$ cat src/rtl/vram_arbiter_if.sv
// Write-requester and framebuffer-RAM bus around vram_arbiter.
// The arbiter takes the slave side; requesters and the RAM sit on the master side.
interface vram_arbiter_if #(
    parameter int unsigned ADDR_W = 17
);
    logic [1:0]             wr_valid;
    logic [1:0][ADDR_W-1:0] wr_addr;
    logic [1:0][7:0]        wr_data;
    logic [1:0]             wr_ready;
    logic [ADDR_W-1:0]      ram_addr;
    logic                   ram_we;
    logic [7:0]             ram_wdata;
    logic [7:0]             ram_rdata;

    modport slave (
        input  wr_valid, wr_addr, wr_data, ram_rdata,
        output wr_ready, ram_addr, ram_we, ram_wdata
    );

    modport master (
        output wr_valid, wr_addr, wr_data, ram_rdata,
        input  wr_ready, ram_addr, ram_we, ram_wdata
    );
endinterface

$ cat src/rtl/vram_arbiter.sv
// Single-port framebuffer arbiter: pixel-doubled display fetch has absolute priority,
// and the remaining cycles are shared round-robin between two write requesters.
module vram_arbiter #(
    parameter int unsigned FB_W     = 320,
    parameter int unsigned FB_H     = 240,
    parameter int unsigned ADDR_W   = 17,
    parameter int unsigned H_ACTIVE = 640,
    parameter int unsigned H_TOTAL  = 800,
    parameter int unsigned V_ACTIVE = 480,
    parameter int unsigned V_TOTAL  = 525
) (
    input  logic         vgaclk,
    input  logic         rst,
    input  logic [9:0]   hc_in,
    input  logic [9:0]   vc_in,
    output logic [7:0]   pix_rgb,
    vram_arbiter_if.slave bus,
    output logic         frame_start
);
    typedef enum logic {RR_REQ0 = 1'b0, RR_REQ1 = 1'b1} rr_t;

    rr_t               r_rr;
    logic [7:0]        r_pix;
    logic              r_tag_even;
    logic              r_tag_vis;

    logic [10:0]       w_hsum;
    logic              w_hwrap;
    logic [9:0]        w_hl;
    logic [9:0]        w_vl;
    logic              w_disp;
    logic              w_slot;
    logic [ADDR_W-1:0] w_fetch_addr;
    logic [1:0]        w_gnt;
    logic              w_gsel;
    logic [ADDR_W-1:0] w_waddr;
    logic [7:0]        w_wdata;
    logic              w_in_range;

    // Position two clocks ahead: one cycle of RAM latency plus one into pix_reg.
    always_comb begin
        w_hsum  = {1'b0, hc_in} + 11'd2;
        w_hwrap = (w_hsum >= 11'(H_TOTAL));
        w_hl    = w_hwrap ? 10'(w_hsum - 11'(H_TOTAL)) : w_hsum[9:0];
        w_vl    = vc_in;
        if (w_hwrap) begin
            w_vl = (vc_in == 10'(V_TOTAL - 1)) ? '0 : vc_in + 10'd1;
        end
    end

    assign w_disp       = !w_hl[0] && (w_hl < 10'(H_ACTIVE)) && (w_vl < 10'(V_ACTIVE));
    assign w_fetch_addr = ADDR_W'(w_vl >> 1) * ADDR_W'(FB_W) + ADDR_W'(w_hl >> 1);
    assign w_slot       = !rst && !w_disp;

    always_comb begin
        w_gnt = 2'b00;
        if (w_slot) begin
            case (bus.wr_valid)
                2'b01:   w_gnt = 2'b01;
                2'b10:   w_gnt = 2'b10;
                2'b11:   w_gnt = (r_rr == RR_REQ1) ? 2'b10 : 2'b01;
                default: w_gnt = 2'b00;
            endcase
        end
    end

    assign w_gsel     = w_gnt[1];
    assign w_waddr    = bus.wr_addr[w_gsel];
    assign w_wdata    = bus.wr_data[w_gsel];
    assign w_in_range = ({1'b0, w_waddr} < (ADDR_W + 1)'(FB_W * FB_H));

    assign bus.wr_ready = w_gnt;

    always_comb begin
        bus.ram_addr  = '0;
        bus.ram_we    = 1'b0;
        bus.ram_wdata = '0;
        if (!rst && w_disp) begin
            bus.ram_addr = w_fetch_addr;
        end else if (w_gnt != 2'b00) begin
            bus.ram_addr  = w_waddr;
            bus.ram_we    = w_in_range;
            bus.ram_wdata = w_wdata;
        end
    end

    assign frame_start = !rst && (hc_in == '0) && (vc_in == '0);
    assign pix_rgb     = r_pix;

    // Every even-lookahead cycle is a fetch; its visibility tag decides RAM data or black.
    always_ff @(posedge vgaclk) begin
        if (rst) begin
            r_pix      <= '0;
            r_rr       <= RR_REQ0;
            r_tag_even <= 1'b0;
            r_tag_vis  <= 1'b0;
        end else begin
            r_tag_even <= !w_hl[0];
            r_tag_vis  <= w_disp;
            if (r_tag_even) begin
                r_pix <= r_tag_vis ? bus.ram_rdata : '0;
            end
            if (w_slot && (bus.wr_valid == 2'b11)) begin
                r_rr <= (r_rr == RR_REQ0) ? RR_REQ1 : RR_REQ0;
            end
        end
    end
endmodule

$ cat src/flat_wrapper.sv
// flat-port wrapper written by rule: the top's interface ports become plain ports
module vram_arbiter_flat 
#(
    parameter int unsigned FB_W     = 320,
    parameter int unsigned FB_H     = 240,
    parameter int unsigned ADDR_W   = 17,
    parameter int unsigned H_ACTIVE = 640,
    parameter int unsigned H_TOTAL  = 800,
    parameter int unsigned V_ACTIVE = 480,
    parameter int unsigned V_TOTAL  = 525
)
  (vgaclk, rst, hc_in, vc_in, pix_rgb, frame_start, bus_wr_valid, bus_wr_addr, bus_wr_data, bus_ram_rdata, bus_wr_ready, bus_ram_addr, bus_ram_we, bus_ram_wdata);
  vram_arbiter_if #(.ADDR_W(ADDR_W)) bus_i ();
  input  logic vgaclk;
  input  logic rst;
  input  logic [9:0] hc_in;
  input  logic [9:0] vc_in;
  output logic [7:0] pix_rgb;
  output logic frame_start;
  input wire logic [$bits(bus_i.wr_valid)-1:0] bus_wr_valid;
  input wire logic [$bits(bus_i.wr_addr)-1:0] bus_wr_addr;
  input wire logic [$bits(bus_i.wr_data)-1:0] bus_wr_data;
  input wire logic [$bits(bus_i.ram_rdata)-1:0] bus_ram_rdata;
  output wire logic [$bits(bus_i.wr_ready)-1:0] bus_wr_ready;
  output wire logic [$bits(bus_i.ram_addr)-1:0] bus_ram_addr;
  output wire logic [$bits(bus_i.ram_we)-1:0] bus_ram_we;
  output wire logic [$bits(bus_i.ram_wdata)-1:0] bus_ram_wdata;
  assign bus_i.wr_valid = bus_wr_valid;
  assign bus_i.wr_addr = bus_wr_addr;
  assign bus_i.wr_data = bus_wr_data;
  assign bus_i.ram_rdata = bus_ram_rdata;
  assign bus_wr_ready = bus_i.wr_ready;
  assign bus_ram_addr = bus_i.ram_addr;
  assign bus_ram_we = bus_i.ram_we;
  assign bus_ram_wdata = bus_i.ram_wdata;
  vram_arbiter #(.FB_W(FB_W), .FB_H(FB_H), .ADDR_W(ADDR_W), .H_ACTIVE(H_ACTIVE), .H_TOTAL(H_TOTAL), .V_ACTIVE(V_ACTIVE), .V_TOTAL(V_TOTAL)) u_core (.vgaclk(vgaclk), .rst(rst), .hc_in(hc_in), .vc_in(vc_in), .pix_rgb(pix_rgb), .bus(bus_i), .frame_start(frame_start));
endmodule
$ cat config.mk
export PLATFORM = sky130hd
export DESIGN_NAME = vram_arbiter_flat
export DESIGN_NICKNAME = d
export VERILOG_FILES = /design/src/rtl/vram_arbiter_if.sv /design/src/rtl/vram_arbiter.sv /design/src/flat_wrapper.sv
export SDC_FILE = /design/constraint.sdc
export NUM_CORES = 1
export LEC_CHECK = 0
export ABC_AREA = 1
export CAP_MARGIN = 25
export CELL_PAD_IN_SITES_DETAIL_PLACEMENT = 1
export CELL_PAD_IN_SITES_GLOBAL_PLACEMENT = 1
export CORE_MARGIN = 4
export CORE_UTILIZATION = 29
export DETAILED_ROUTE_END_ITERATION = 8
export PLACE_DENSITY_LB_ADDON = 0.25
export SYNTH_ARGS = -nofsm -noshare
export SYNTH_HDL_FRONTEND = slang
export SYNTH_SLANG_ARGS = --single-unit
$ cat constraint.sdc
create_clock -name vgaclk -period 13.1 [get_ports vgaclk]
set_input_delay 2.62 -clock vgaclk [delete_from_list [all_inputs] [get_ports vgaclk]]
set_output_delay 2.62 -clock vgaclk [all_outputs]
set_load 0.01 [all_outputs]
==> results.tsv <==
stage	metric	value	unit
timing	setup-tns-final	0	ps
yosys	synth.distinct_cells	39	
detailed_routing	drt_pre_antenna_iters	4	
yosys	synth.top_cell.area_share	20.20	%
clock_network	cts_tree	yes	
clock_network	cts_root_buffer	clkbuf_8	
clock_network	post_cts_resized	0	
yosys	yosys_register_bits	11	
timing	skew	0.5430	ps
clock_network	numCtsBuffers	3	
cells_and_area	final_cells	652	
cells_and_area	final_common_cell	nand2_1	
cells_and_area	finalInstanceArea	3765	um^2
timing	whs	467.4	ps
timing	slew_headroom	42.52	%
detailed_routing	drc_errors	0	
pwr	peakVddDrop	0.03313	mV
clock_network	clk_pin_slew	50	ps
pwr	power_leakage	1.771	nW
worst_setup_path	end_kind	output port	
cells_and_area	nFillCells	1118	
floorplan	num_rows	33	
clock_network	htree_levels	1	
global_routing	grt_overflow	0	
timing	hold_viol	0	
min_path	hold_class	reg -> reg	
global_routing	grt_pass1_vias	3340	
detailed_routing	vias_per_cell	5.009	
timing	post-route-min-period	10620	ps
placement	dp_cells	648	
global_routing	antenna_found_initial	0	
cells_and_area	areaGrowthSynthToFinish	52.35	%
floorplan	fp.dieW	100.3	um
outcome	status	finished clean	
timing	rsz0062_at_grt	no	
min_path	worstHoldStart	u_core.pix_rgb[0]$_SDFFE_PP0P_	
timing	slew_violations	0	
global_routing	track_usage	19.88	%
cells_and_area	layout_common_cells	nand2_1 (133), clkdlybuf4s50_1 (118), inv_1 (60)	
yosys	avgSynthCellArea	5.694	um^2
worst_setup_path	critPathMaxFanout	16	
placement	place.gp.congestion	0.8462	
cells_and_area	drive_gt1_share	4.570	%
pwr	power_density	61.71	nW/um^2
global_routing	grt_max_degree	29	
worst_setup_path	start_kind	input pin	
floorplan	core	8258	um^2
floorplan	die_h	100.3	um
clock_network	clkSinkCount	11	
clock_network	postCtsHoldBufs	0	
clock_network	cts.path.max_buffers	2	
detailed_routing	route.antenna.remaining_nets	0	
yosys	netlist_top_cells_area	nand2_1 (20%), ha_1 (11%), inv_1 (9.1%)	
global_routing	grt_pass1_wl	16.36	mm
cells_and_area	diodes	0	
worst_setup_path	critPathMostFrequentCell	nand2_1	
timing	fmax	94.18	MHz
worst_setup_path	cp_data_required_time	10480	ps
worst_setup_path	rrSetupSlack	12110	ps
yosys	synth_nets	538	
timing	worst_pin_slew	859.0	ps
cells_and_area	fin_nets	652	
clock_network	cts_setup_buffers	0	
floorplan	initial_core_util	29.92	%
yosys	yosysSeqAreaShare	8.911	%
timing	period_share	81.05	%
worst_setup_path	max_stage_delay	590	ps
placement	place_area	3720	um^2
worst_setup_path	worstPathArrival	8000	ps
worst_setup_path	rr_worst_depth	3	
placement	hpwlAfterDp	8.704	mm
job	max_cap_violations	0	
yosys	ys_warn_count	0	
worst_setup_path	worstReg2RegEnd	u_core.pix_rgb[5]$_SDFFE_PP0P_	
yosys	syn_area	2471	um^2
yosys	netlist_instances	434	
detailed_routing	drt-initial-drc-count	56	
detailed_routing	routedWlPerCell	15.42	um
yosys	yosysTopAreaCell	nand2_1	
worst_setup_path	rr_startpoint	u_core.r_tag_even$_SDFF_PP0_	
floorplan	ios	119	
floorplan	die-area	10060	um^2
detailed_routing	wl	10.05	mm
min_path	min_to	u_core.pix_rgb[0]$_SDFFE_PP0P_	
placement	port_buffers	118	
clock_network	insertion_delay	230	ps
worst_setup_path	worst-setup-path-type	in -> out	
timing	setup_viol	0	
detailed_routing	num_vias	3266	
min_path	hold_depth	2	
worst_setup_path	slowest_stage	clkdlybuf4s50_1	
==> final cells by class <==
cell class | count | area, um^2 | share of cell area [%]
Multi-Input combinational cell | 348 | 1939 | 51.51
Inverter | 66 | 247.7 | 6.580
Timing Repair Buffer | 118 | 1181 | 31.37
Sequential cell | 11 | 220.2 | 5.849
Tap cell | 105 | 131.4 | 3.490
Clock buffer | 4 | 45.04 | 1.196
==> state kept, by name, indices dropped and copies added, names as in the netlist <==
| register | cells |
|---|---|
| u_core.pix_rgb | 8 |
| u_core.r_tag_vis | 1 |
| u_core.r_rr | 1 |
| u_core.r_tag_even | 1 |
==> cells in the mapped netlist <==
cell and instances:
nor4_1 3, o21bai_1 3, nor3_1 3, or2_2 1, o21ai_0 23, ha_1 21, nand2_2 7, xor2_1 12
nor2_1 27, o21ai_2 1, o21ai_1 1, inv_1 60, nand3_2 2, fa_1 1, clkbuf_1 2, nand2_1 133
a31oi_1 2, and2_1 1, o21ai_4 1, buf_6 2, nand3_1 43, clkinv_1 3, nor2_4 1, dfxtp_1 11
inv_2 3, buf_1 1, nand3b_1 2, a21oi_2 1, buf_8 1, nand4_1 15, xnor2_1 1, nor2_2 2
o22ai_1 5, mux2i_1 10, nand3_4 2, buf_2 3, o21a_1 1, a21oi_1 22, nand2_4 1
==> power breakdown <==
part	switching, W	total [W]	internal [W]	leakage, nW
Sequential	0.000000912	0.0000352	0.0000343	0.0892
Clock	0.0000125	0.0000338	0.0000214	0.0228
Combinational	0.0000904	0.000163	0.0000730	1.66
Total	0.000104	0.000232	0.000129	1.77
==> metal layers <==
metal / part of all wire [%] / global-route usage, % / vias to the layer above
li1: - / - / 1649
met1: 46 / 25.89 / 1523
met2: 48 / 35.42 / 90
met3: 5.8 / 2.432 / 4
met4: 0.59 / 3.420 / 0
met5: 0 / 0 / -
==> critical path, delay by kind of cell <==
kind                       cells  cell delay (ps)
xor gates and xnor gates       2              320
AOI/OAI and AO/OA              3              580
and+or+nand+nor               14             1480
buffers and inverters          7             1530
adders and majority gates      5             1470
==> cell families (layout without fill, tap and decap cells) <==
group | after synthesis | in the layout | share of synthesized area (%)
AO/OA/AOI/OAI | 60 | 60 | 13.67
XOR/XNOR | 13 | 13 | 4.608
adder cells (fa/ha/maj) | 22 | 22 | 11.44
buffers and inverters | 75 | 188 | 12.61
flip-flops | 11 | 11 | 8.911
multiplexers | 10 | 10 | 4.051
AND/OR/NAND/NOR | 243 | 243 | 44.71
==> how the worst max path moves through the flow <==
stage	startpoint	endpoint	slack, ps	cells after the start
after floorplan	hc_in[1]	bus_ram_addr[16]	4090	30
after global placement	hc_in[1]	bus_ram_addr[16]	2740	31
after detailed placement	hc_in[1]	bus_ram_addr[16]	2460	31
after CTS	hc_in[1]	bus_ram_addr[16]	2440	31
after global routing	hc_in[1]	bus_ram_addr[16]	1940	30
final	hc_in[1]	bus_ram_addr[16]	2480	31
==> through the flow <==
step	setup WS, ps	total power [W]	utilization (%)
2_1_floorplan	4093	0.0001293	-
3_3_place_gp	2737	0.0001955	45.05
3_5_place_dp	2463	0.0001999	45.05
4_1_cts	2443	0.0002351	45.59
5_1_grt	1935	0.0002550	45.59
6_report	2482	0.0002323	45.59
No activity file was read; power rests on OpenSTA's default activity.
